==> config.mk <==
export PLATFORM = sky130hd
export DESIGN_NAME = bldc_drive_sequencer
export DESIGN_NICKNAME = d
export VERILOG_FILES = /design/src/rtl/bldc_pkg.sv /design/src/rtl/bldc_drive_sequencer_hall_edge_timer.sv /design/src/rtl/bldc_drive_sequencer.sv
export SDC_FILE = /design/constraint.sdc
export NUM_CORES = 1
export LEC_CHECK = 0
export CAP_MARGIN = 20
export CORE_MARGIN = 3
export CORE_UTILIZATION = 58
export DETAILED_ROUTE_END_ITERATION = 10
export PLACE_DENSITY = 0.78
export SYNTH_ARGS = -nofsm -noshare
export SYNTH_HDL_FRONTEND = slang
export SYNTH_SLANG_ARGS = --single-unit
==> constraint.sdc <==
create_clock -name clock -period 2.6 [get_ports clock]
set_input_delay 0.65 -clock clock [delete_from_list [all_inputs] [get_ports clock]]
set_output_delay 0.65 -clock clock [all_outputs]
set_load 0.01 [all_outputs]
==> src/rtl/bldc_pkg.sv <==
// Shared definitions for the BLDC drive sequencer: FSM state codes,
// invalid Hall code values and default timing constants.
package bldc_pkg;

    // Supervisory FSM states; the numeric codes appear on the debug state port
    typedef enum logic [2:0] {
        ST_IDLE  = 3'd0,
        ST_DWELL = 3'd1,
        ST_RUN   = 3'd2,
        ST_COAST = 3'd3,
        ST_FAULT = 3'd4
    } seq_state_e;

    // Hall codes that cannot occur on a healthy sensor set
    localparam logic [2:0] HALL_INVALID_LO = 3'b000;
    localparam logic [2:0] HALL_INVALID_HI = 3'b111;

    // Default timing for a production build
    localparam int DEF_CNT_W          = 24;
    localparam int DEF_STALL_CYCLES   = 2000000;
    localparam int DEF_DWELL_CYCLES   = 50000;
    localparam int DEF_INVALID_CYCLES = 1000;

    // True for the all-low / all-high Hall patterns
    function automatic logic hall_code_invalid(input logic [2:0] code);
        return (code == HALL_INVALID_LO) || (code == HALL_INVALID_HI);
    endfunction

endpackage

==> src/rtl/bldc_drive_sequencer_hall_edge_timer.sv <==
// Hall front end: synchronizes the three raw Hall inputs, detects any
// change of the synced code, measures the clocks between changes and
// flags a stalled rotor when no change has been seen for STALL_CYCLES.
module hall_edge_timer
    import bldc_pkg::*;
#(
    parameter int CNT_W        = DEF_CNT_W,
    parameter int STALL_CYCLES = DEF_STALL_CYCLES
) (
    input  logic             clock,
    input  logic             reset,
    input  logic             i_halla,
    input  logic             i_hallb,
    input  logic             i_hallc,
    output logic [2:0]       o_hall_code,
    output logic             o_stalled,
    output logic [CNT_W-1:0] o_hall_period
);

    localparam logic [CNT_W-1:0] CNT_MAX  = '1;
    localparam logic [CNT_W-1:0] STALL_TH = CNT_W'(STALL_CYCLES);

    logic [2:0]       w_hall_raw;
    logic [2:0]       r_hall_meta;
    logic [2:0]       r_hall_sync;
    logic [2:0]       r_hall_prev;
    logic [CNT_W-1:0] r_stall_cnt;
    logic [CNT_W-1:0] w_stall_cnt_next;
    logic             w_edge;
    logic             r_stalled;
    logic [CNT_W-1:0] r_hall_period;

    assign w_hall_raw = {i_halla, i_hallb, i_hallc};

    // Edge detect and saturating clocks-since-last-edge counter
    always_comb begin
        w_edge = (r_hall_sync != r_hall_prev);
        if (w_edge) begin
            w_stall_cnt_next = '0;
        end else if (r_stall_cnt == CNT_MAX) begin
            w_stall_cnt_next = r_stall_cnt;
        end else begin
            w_stall_cnt_next = r_stall_cnt + CNT_W'(1);
        end
    end

    // Synchronizer, previous-code copy, stall flag and period capture
    always_ff @(posedge clock) begin
        if (reset) begin
            r_hall_meta   <= '0;
            r_hall_sync   <= '0;
            r_hall_prev   <= '0;
            r_stall_cnt   <= '0;
            r_stalled     <= 1'b0;
            r_hall_period <= CNT_MAX;
        end else begin
            r_hall_meta <= w_hall_raw;
            r_hall_sync <= r_hall_meta;
            r_hall_prev <= r_hall_sync;
            r_stall_cnt <= w_stall_cnt_next;
            // Tracks the counter value it is registered alongside
            r_stalled   <= (w_stall_cnt_next >= STALL_TH);
            if (w_edge) begin
                r_hall_period <= (r_stall_cnt == CNT_MAX) ? CNT_MAX
                                                          : r_stall_cnt + CNT_W'(1);
            end else if (r_stalled) begin
                r_hall_period <= CNT_MAX;
            end
        end
    end

    assign o_hall_code   = r_hall_sync;
    assign o_stalled     = r_stalled;
    assign o_hall_period = r_hall_period;

endmodule

==> src/rtl/bldc_drive_sequencer.sv <==
// Supervisory sequencer for the six-step commutation stage. Owns the
// commutator direction and a global gate enable; makes sure direction
// only changes after the rotor has stopped and a dwell has elapsed,
// and latches a fault on persistent invalid Hall codes.
// Build option: define BLDC_SEQ_BRAKE_EN to drive brake=1 while coasting
// (dynamic braking); otherwise brake is tied 0 and coasting freewheels.
module bldc_drive_sequencer
    import bldc_pkg::*;
#(
    parameter int CNT_W          = DEF_CNT_W,
    parameter int STALL_CYCLES   = DEF_STALL_CYCLES,
    parameter int DWELL_CYCLES   = DEF_DWELL_CYCLES,
    parameter int INVALID_CYCLES = DEF_INVALID_CYCLES
) (
    input  logic             clock,
    input  logic             reset,
    input  logic             i_run_req,
    input  logic             i_dir_req,
    input  logic             i_clear_fault,
    input  logic             i_halla,
    input  logic             i_hallb,
    input  logic             i_hallc,
    output logic             o_forward,
    output logic             o_gate_en,
    output logic             o_brake,
    output logic             o_fault,
    output logic             o_stalled,
    output logic [CNT_W-1:0] o_hall_period,
    output logic [2:0]       o_state
);

    localparam logic [CNT_W-1:0] DWELL_LAST   = CNT_W'(DWELL_CYCLES - 1);
    localparam logic [CNT_W-1:0] INVALID_LAST = CNT_W'(INVALID_CYCLES - 1);

    logic [2:0]       w_hall_code;
    logic             w_stalled;
    logic             w_code_bad;
    logic             w_invalid_trip;
    logic             w_load_fwd;
    seq_state_e       w_state_next;
    seq_state_e       r_state;
    logic             r_forward;
    logic             r_gate_en;
    logic             r_fault;
    logic [CNT_W-1:0] r_dwell_cnt;
    logic [CNT_W-1:0] r_invalid_cnt;

    hall_edge_timer #(
        .CNT_W        (CNT_W),
        .STALL_CYCLES (STALL_CYCLES)
    ) u_hall_edge_timer (
        .clock         (clock),
        .reset         (reset),
        .i_halla       (i_halla),
        .i_hallb       (i_hallb),
        .i_hallc       (i_hallc),
        .o_hall_code   (w_hall_code),
        .o_stalled     (w_stalled),
        .o_hall_period (o_hall_period)
    );

    // Next-state selection; direction is loaded only when entering DWELL
    always_comb begin
        w_code_bad     = hall_code_invalid(w_hall_code);
        w_invalid_trip = (r_state == ST_RUN) && w_code_bad &&
                         (r_invalid_cnt >= INVALID_LAST);
        w_state_next   = r_state;
        w_load_fwd     = 1'b0;
        case (r_state)
            ST_IDLE: begin
                if (i_run_req) begin
                    w_state_next = ST_DWELL;
                    w_load_fwd   = 1'b1;
                end
            end
            ST_DWELL: begin
                if (!i_run_req) begin
                    w_state_next = ST_IDLE;
                end else if (r_dwell_cnt == DWELL_LAST) begin
                    w_state_next = ST_RUN;
                end
            end
            ST_RUN: begin
                if (w_invalid_trip) begin
                    w_state_next = ST_FAULT;
                end else if (!i_run_req) begin
                    w_state_next = ST_COAST;
                end else if (i_dir_req != r_forward) begin
                    w_state_next = ST_COAST;
                end
            end
            ST_COAST: begin
                if (i_run_req && (i_dir_req == r_forward) && !w_stalled) begin
                    // Same direction and still spinning: resume without dwell
                    w_state_next = ST_RUN;
                end else if (w_stalled) begin
                    if (i_run_req) begin
                        w_state_next = ST_DWELL;
                        w_load_fwd   = 1'b1;
                    end else begin
                        w_state_next = ST_IDLE;
                    end
                end
            end
            ST_FAULT: begin
                if (i_clear_fault && !i_run_req) begin
                    w_state_next = ST_IDLE;
                end
            end
            default: begin
                w_state_next = ST_IDLE;
            end
        endcase
    end

    // State register with outputs registered from the next state so
    // gate_en drops on the very edge the FSM leaves RUN
    always_ff @(posedge clock) begin
        if (reset) begin
            r_state       <= ST_IDLE;
            r_forward     <= 1'b1;
            r_gate_en     <= 1'b0;
            r_fault       <= 1'b0;
            r_dwell_cnt   <= '0;
            r_invalid_cnt <= '0;
        end else begin
            r_state   <= w_state_next;
            r_gate_en <= (w_state_next == ST_RUN);
            r_fault   <= (w_state_next == ST_FAULT);
            if (w_load_fwd) begin
                r_forward <= i_dir_req;
            end
            // Zero on the first DWELL cycle, counting up while dwelling
            r_dwell_cnt <= (r_state == ST_DWELL) ? r_dwell_cnt + CNT_W'(1) : '0;
            if ((r_state == ST_RUN) && w_code_bad) begin
                if (r_invalid_cnt < INVALID_LAST + CNT_W'(1)) begin
                    r_invalid_cnt <= r_invalid_cnt + CNT_W'(1);
                end
            end else begin
                r_invalid_cnt <= '0;
            end
        end
    end

`ifdef BLDC_SEQ_BRAKE_EN
    logic r_brake;

    // Low-side brake request follows COAST exactly, in step with the state
    always_ff @(posedge clock) begin
        if (reset) begin
            r_brake <= 1'b0;
        end else begin
            r_brake <= (w_state_next == ST_COAST);
        end
    end

    assign o_brake = r_brake;
`else
    assign o_brake = 1'b0;
`endif

    assign o_forward = r_forward;
    assign o_gate_en = r_gate_en;
    assign o_fault   = r_fault;
    assign o_stalled = w_stalled;
    assign o_state   = r_state;

endmodule

==> flow_summary.yaml, run 1 <==
placement:
  port_buffers: 38
  placed_area_mm2: 0.00530
  place_hpwl_um: 7030
  gp_congestion: 0.943
  dp_slack_ns: 0.191
synthesis:
  synth_top_area_frac: 0.462
  synth_top_area_cell: "dfxtp_1"
  synth-edff-count: 0
  yosys_most_used_dff: "dfxtp_1"
  syn_area_mm2: 0.00485
  synth.net_count: 566
  avgSynthCellArea_um2: 8.76
  synthCells: 554
  yosys_warnings: 0
  yosysUniqueCellTypes: 53
  synthArstFlopShare: 0
  synth_seq_area_share: 0.462
  synthTopCellsByArea: "dfxtp_1, nor2_1, xor2_1"
  synth_seq_cells: 112
clock_tree:
  post_cts_buffers: 0
  clk_path_buf_depth: 2
  numCtsBuffers: 9
  ctsHoldBuffers: 0
  clkLatencyLatePin_ns: 0.37
  clk_pin_slew_ns: 0.10
  clock_sinks: 112
  cts_root_buf: "clkbuf_8"
  cts_tree: "yes"
  htree_levels: 3
route:
  wl_per_cell_um: 14.8
  vias_per_cell: 5.76
  drc_errors: 0
  ant_nets: 0
  firstDrtPassIters: 4
  vias: 3957
  wl_um: 10200
  drt_iter0_drc: 108
timing:
  relSlewSlack: 0.565
  rsz0062_at_grt: "false"
  timing_hold_violations_final: 0
  skew_ns: 0.0109
  final-max-slew-violation-count: 0
  setup_tns_ns: 0
  setup_viol: 0
  finalCritPeriodShare: 0.948
  worst_pin_slew_ns: 0.651
  max_freq_ghz: 0.406
  fin_crit_ns: 2.47
  worst_slack_ns: 0.134
outcome:
  status: "completed"
finish:
  final_common_cell: "dfxtp_1"
  layout-drive-gt1-share: 0.111
  fin_nets: 592
  antennaDiodeCount: 0
  fillers: 657
  final_cell_mix: "dfxtp_1, nor2_1, clkdlybuf4s50_1"
  fin_area_mm2: 0.00550
  area_delta_synth_final_pct: 13.3
min_path:
  worstHoldStart: "u_hall_edge_timer.r_hall_meta[0]"
  min_path_cells: 1
  hold_end: "u_hall_edge_timer.o_hall_code[0]"
  hp-class: "reg2reg"
die:
  pin_count: 40
  start_util: 0.612
  die_w_um: 97.5
  die-area_mm2: 0.00950
  rows: 32
  die_h_um: 97.5
  core_mm2: 0.00793
critical_path:
  r2r_slack_ns: 0.13
  crit_type: "reg2reg"
  r2r-start: "u_hall_edge_timer.r_stall_cnt[8]"
  arrival_ns: 2.73
  reg2reg_to: "u_hall_edge_timer.o_stalled"
  r2r_cells: 7
  critPathMaxFanout: 10
  cp-start-kind: "register"
  worstSetupEndpointType: "register"
  worstPathRequired_ns: 2.86
flow_run:
  cap_violations: 0
global_route:
  gr-usage-all-layers: 0.217
  antenna_found_initial: 0
  grt_overflow: 0
  grt_pass1_vias: 3949
  grt_start_max_net_pins: 51
  grt_pass1_wl_um: 17500
power:
  vdd_drop_max_v: 0.000348
  powerDensity_mw_per_mm2: 559
  total_leakage_power_nw: 1.94
  p_total_mw: 3.07
## per-layer routing
| metal | track usage | up-vias | routed length (µm) |
|---|---|---|---|
| met5 | 0 | - | 0 |
| met4 | 0.0586 | 0 | 144 |
| met3 | 0.0503 | 15 | 418 |
| met2 | 0.384 | 77 | 4970 |
| met1 | 0.264 | 1883 | 4640 |
| li1 | - | 1982 | - |
## power by group
group / switching (mW) / leakage, nW / internal, mW
Sequential: 0.0324 / 0.911 / 1.77
Combinational: 0.146 / 0.947 / 0.164
Clock: 0.598 / 0.0850 / 0.363
## logic make-up (layout without fill, tap and decap cells)
family,count (synthesis),count (layout),synth area share
buffers and inverters,38,69,0.0320
multiplexers,2,2,0.00413
other,1,1,0.000773
flip-flops,112,112,0.462
XOR/XNOR,44,44,0.0794
AO/OA/AOI/OAI,77,77,0.0975
AND/OR/NAND/NOR,276,276,0.314
adder cells (fa/ha/maj),4,4,0.0103
## synthesized netlist by cell type, drive strengths merged (3+ instances only)
master / n
dfxtp: 112
nor2: 68
a21oi: 32
nor3: 32
or2: 26
nand2: 25
xor2: 25
clkbuf: 24
nand4: 22
nand3: 21
xnor2: 19
and2: 18
nor2b: 15
a31oi: 13
nor4: 13
o21ai: 11
and4: 10
and3: 8
buf: 8
or3: 8
inv: 6
ha: 4
a211oi: 3
a21o: 3
## stage by stage
step	cells	hold WS [ns]	util
finish	687	0.453	0.693
global placement	671	0.430	0.668
floorplan	554	0.414	-
global route	687	0.477	0.693
CTS	687	0.457	0.691
detailed placement	671	0.427	0.668
## how the worst max path moves through the flow
stage	start	to	slack [ns]	cells past startpoint
after global routing	u_hall_edge_timer.r_stall_cnt[1]	u_hall_edge_timer.o_stalled	0.01	8
after CTS	u_hall_edge_timer.r_stall_cnt[0]	u_hall_edge_timer.o_stalled	0.17	8
final	u_hall_edge_timer.r_stall_cnt[8]	u_hall_edge_timer.o_stalled	0.13	7
after global placement	u_hall_edge_timer.r_stall_cnt[0]	u_hall_edge_timer.o_stalled	0.24	9
after floorplan	u_hall_edge_timer.r_stall_cnt[0]	u_hall_edge_timer.o_stalled	0.41	9
after detailed placement	u_hall_edge_timer.r_stall_cnt[0]	u_hall_edge_timer.o_stalled	0.19	8
## state kept, by name (all words and copies together), names as in the netlist
signal                           count
o_fault                              1
r_dwell_cnt                         24
u_hall_edge_timer.r_hall_meta        3
o_state                              3
r_invalid_cnt                       24
u_hall_edge_timer.o_hall_period     24
u_hall_edge_timer.r_stall_cnt       24
o_forward                            1
o_gate_en                            1
u_hall_edge_timer.o_hall_code        3
u_hall_edge_timer.o_stalled          1
u_hall_edge_timer.r_hall_prev        3
## area by class of cell
cell class | instances | area [µm²] | share of cell area
timing repair buffer | 47 | 448 | 0.0815
multi-input combinational | 404 | 2480 | 0.450
tap | 102 | 128 | 0.0232
inverter | 6 | 22.5 | 0.00410
clock buffer | 10 | 128 | 0.0232
clock inverter | 6 | 52.6 | 0.00956
sequential | 112 | 2240 | 0.408
## worst max-delay path, stage by stage (launching register included)
cell and delay (ns):
dfxtp_1 0.52, nand4_2 0.23, nor3_1 0.41, or2b_1 0.34, o221ai_1 0.21, o21ai_0 0.17, nor4b_2 0.20, a211o_1 0.29
## repair_timing
action,CTS,global route
endpoints found under the setup margin,0,1
resized for setup,0,5
hold endpoints to repair,0,0
No activity file was read; power rests on OpenSTA's default activity.
==> run 2, diff against run 1 <==
- PLACE_DENSITY: 0.78 -> 0.82
==> flow_summary.yaml, run 2 (synthesized netlist as in run 1, its figures left out) <==
route:
  vias_per_cell: 5.77
  wl_um: 10000
  vias: 3955
  firstDrtPassIters: 4
  drt_iter0_drc: 177
  ant_nets: 0
  drc_errors: 0
  wl_per_cell_um: 14.6
clock_tree:
  post_cts_buffers: 0
  clkLatencyLatePin_ns: 0.37
  cts_tree: "yes"
  cts_resized: 0
  clk_path_buf_depth: 2
  numCtsBuffers: 9
  cts_root_buf: "clkbuf_8"
  ctsHoldBuffers: 0
  clk_pin_slew_ns: 0.10
  htree_levels: 3
  clock_sinks: 112
timing:
  final-max-slew-violation-count: 0
  setup_viol: 0
  fin_crit_ns: 2.40
  max_freq_ghz: 0.417
  worst_pin_slew_ns: 0.673
  finalCritPeriodShare: 0.923
  rsz0062_at_grt: "false"
  relSlewSlack: 0.546
  setup_tns_ns: 0
  skew_ns: 0.00991
  timing_hold_violations_final: 0
flow_run:
  cap_violations: 0
critical_path:
  r2r_slack_ns: 0.20
  critPathMaxFanout: 5
  arrival_ns: 2.72
  setup.worst_path.start: "u_hall_edge_timer.r_stall_cnt[0]"
  r2r_cells: 8
  cp-start-kind: "register"
  worstPathRequired_ns: 2.92
  reg2reg_to: "u_hall_edge_timer.o_stalled"
  critPathCapture: "u_hall_edge_timer.o_stalled"
  worstSetupEndpointType: "register"
  r2r-start: "u_hall_edge_timer.r_stall_cnt[0]"
  crit_type: "reg2reg"
power:
  total_leakage_power_nw: 1.95
  p_total_mw: 3.17
  powerDensity_mw_per_mm2: 576
  vdd_drop_max_v: 0.000395
global_route:
  grt_overflow: 0
  grt_pass1_wl_um: 17600
  gr-usage-all-layers: 0.218
  grt_start_max_net_pins: 51
  grt_pass1_vias: 3845
  antenna_found_initial: 0
finish:
  antennaDiodeCount: 0
  final_cell_mix: "dfxtp_1, nor2_1, clkdlybuf4s50_1"
  fin_area_mm2: 0.00550
  area_delta_synth_final_pct: 13.3
  final_common_cell: "dfxtp_1"
  layout-drive-gt1-share: 0.104
  fin_nets: 591
min_path:
  min_path_cells: 1
  hp-class: "reg2reg"
outcome:
  status: "completed"
die:
  die_w_um: 97.5
  die_h_um: 97.5
  start_util: 0.612
  rows: 32
  die-area_mm2: 0.00950
  pin_count: 40
  core_mm2: 0.00793
placement:
  gp_congestion: 0.949
  port_buffers: 38
  placed_area_mm2: 0.00529
  place_hpwl_um: 7020
## run 2: layout make-up
class | instances | area (µm²)
Fill cell | 626 | 2430
Inverter | 6 | 22.5
Sequential cell | 112 | 2240
Multi-Input combinational cell | 404 | 2460
Tap cell | 102 | 128
Timing Repair Buffer | 46 | 440
Clock buffer | 10 | 128
Clock inverter | 6 | 78.8
## run 2: worst min path at each step
| stage | end | slack, ns | startpoint |
|---|---|---|---|
| 2_1_floorplan | u_hall_edge_timer.o_hall_code[0] | 0.41 | u_hall_edge_timer.r_hall_meta[0] |
| 3_3_place_gp | r_invalid_cnt[17] | 0.44 | r_invalid_cnt[17] |
| 3_5_place_dp | r_invalid_cnt[13] | 0.44 | r_invalid_cnt[13] |
| 4_1_cts | u_hall_edge_timer.o_hall_code[1] | 0.46 | u_hall_edge_timer.r_hall_meta[1] |
| 5_1_grt | u_hall_edge_timer.o_hall_code[1] | 0.47 | u_hall_edge_timer.r_hall_meta[1] |
| 6_report | u_hall_edge_timer.o_hall_code[1] | 0.46 | u_hall_edge_timer.r_hall_meta[1] |
## run 2: report_power, final
group          leakage, nW  internal (mW)  switching (mW)  total (mW)
clock               0.0959          0.459           0.597        1.06
combinational        0.939          0.164           0.144       0.308
sequential           0.911           1.77          0.0337        1.80
## run 2: critical path, cell delays in order, from the launching register on
cell,delay [ns]
dfxtp_1,0.41
ha_1,0.23
nand3_1,0.23
nor4_1,0.39
xnor2_1,0.19
nand4b_1,0.15
o32a_1,0.38
nor4_1,0.24
a211o_1,0.13
## run 2: stage by stage
stage	setup WS, ns	hold WS, ns	utilization	instances
2_1_floorplan	0.412	0.414	-	554
3_3_place_gp	0.303	0.435	0.667	670
3_5_place_dp	0.240	0.441	0.667	670
4_1_cts	0.227	0.463	0.693	686
5_1_grt	0.0212	0.473	0.693	686
6_report	0.200	0.460	0.693	686
## run 2: per-layer routing
layer / track usage / vias to the layer above / part of all wire
li1: - / 1987 / -
met1: 0.278 / 1868 / 0.45
met2: 0.375 / 80 / 0.49
met3: 0.0359 / 20 / 0.033
met4: 0.0703 / 0 / 0.020
met5: 0 / - / 0
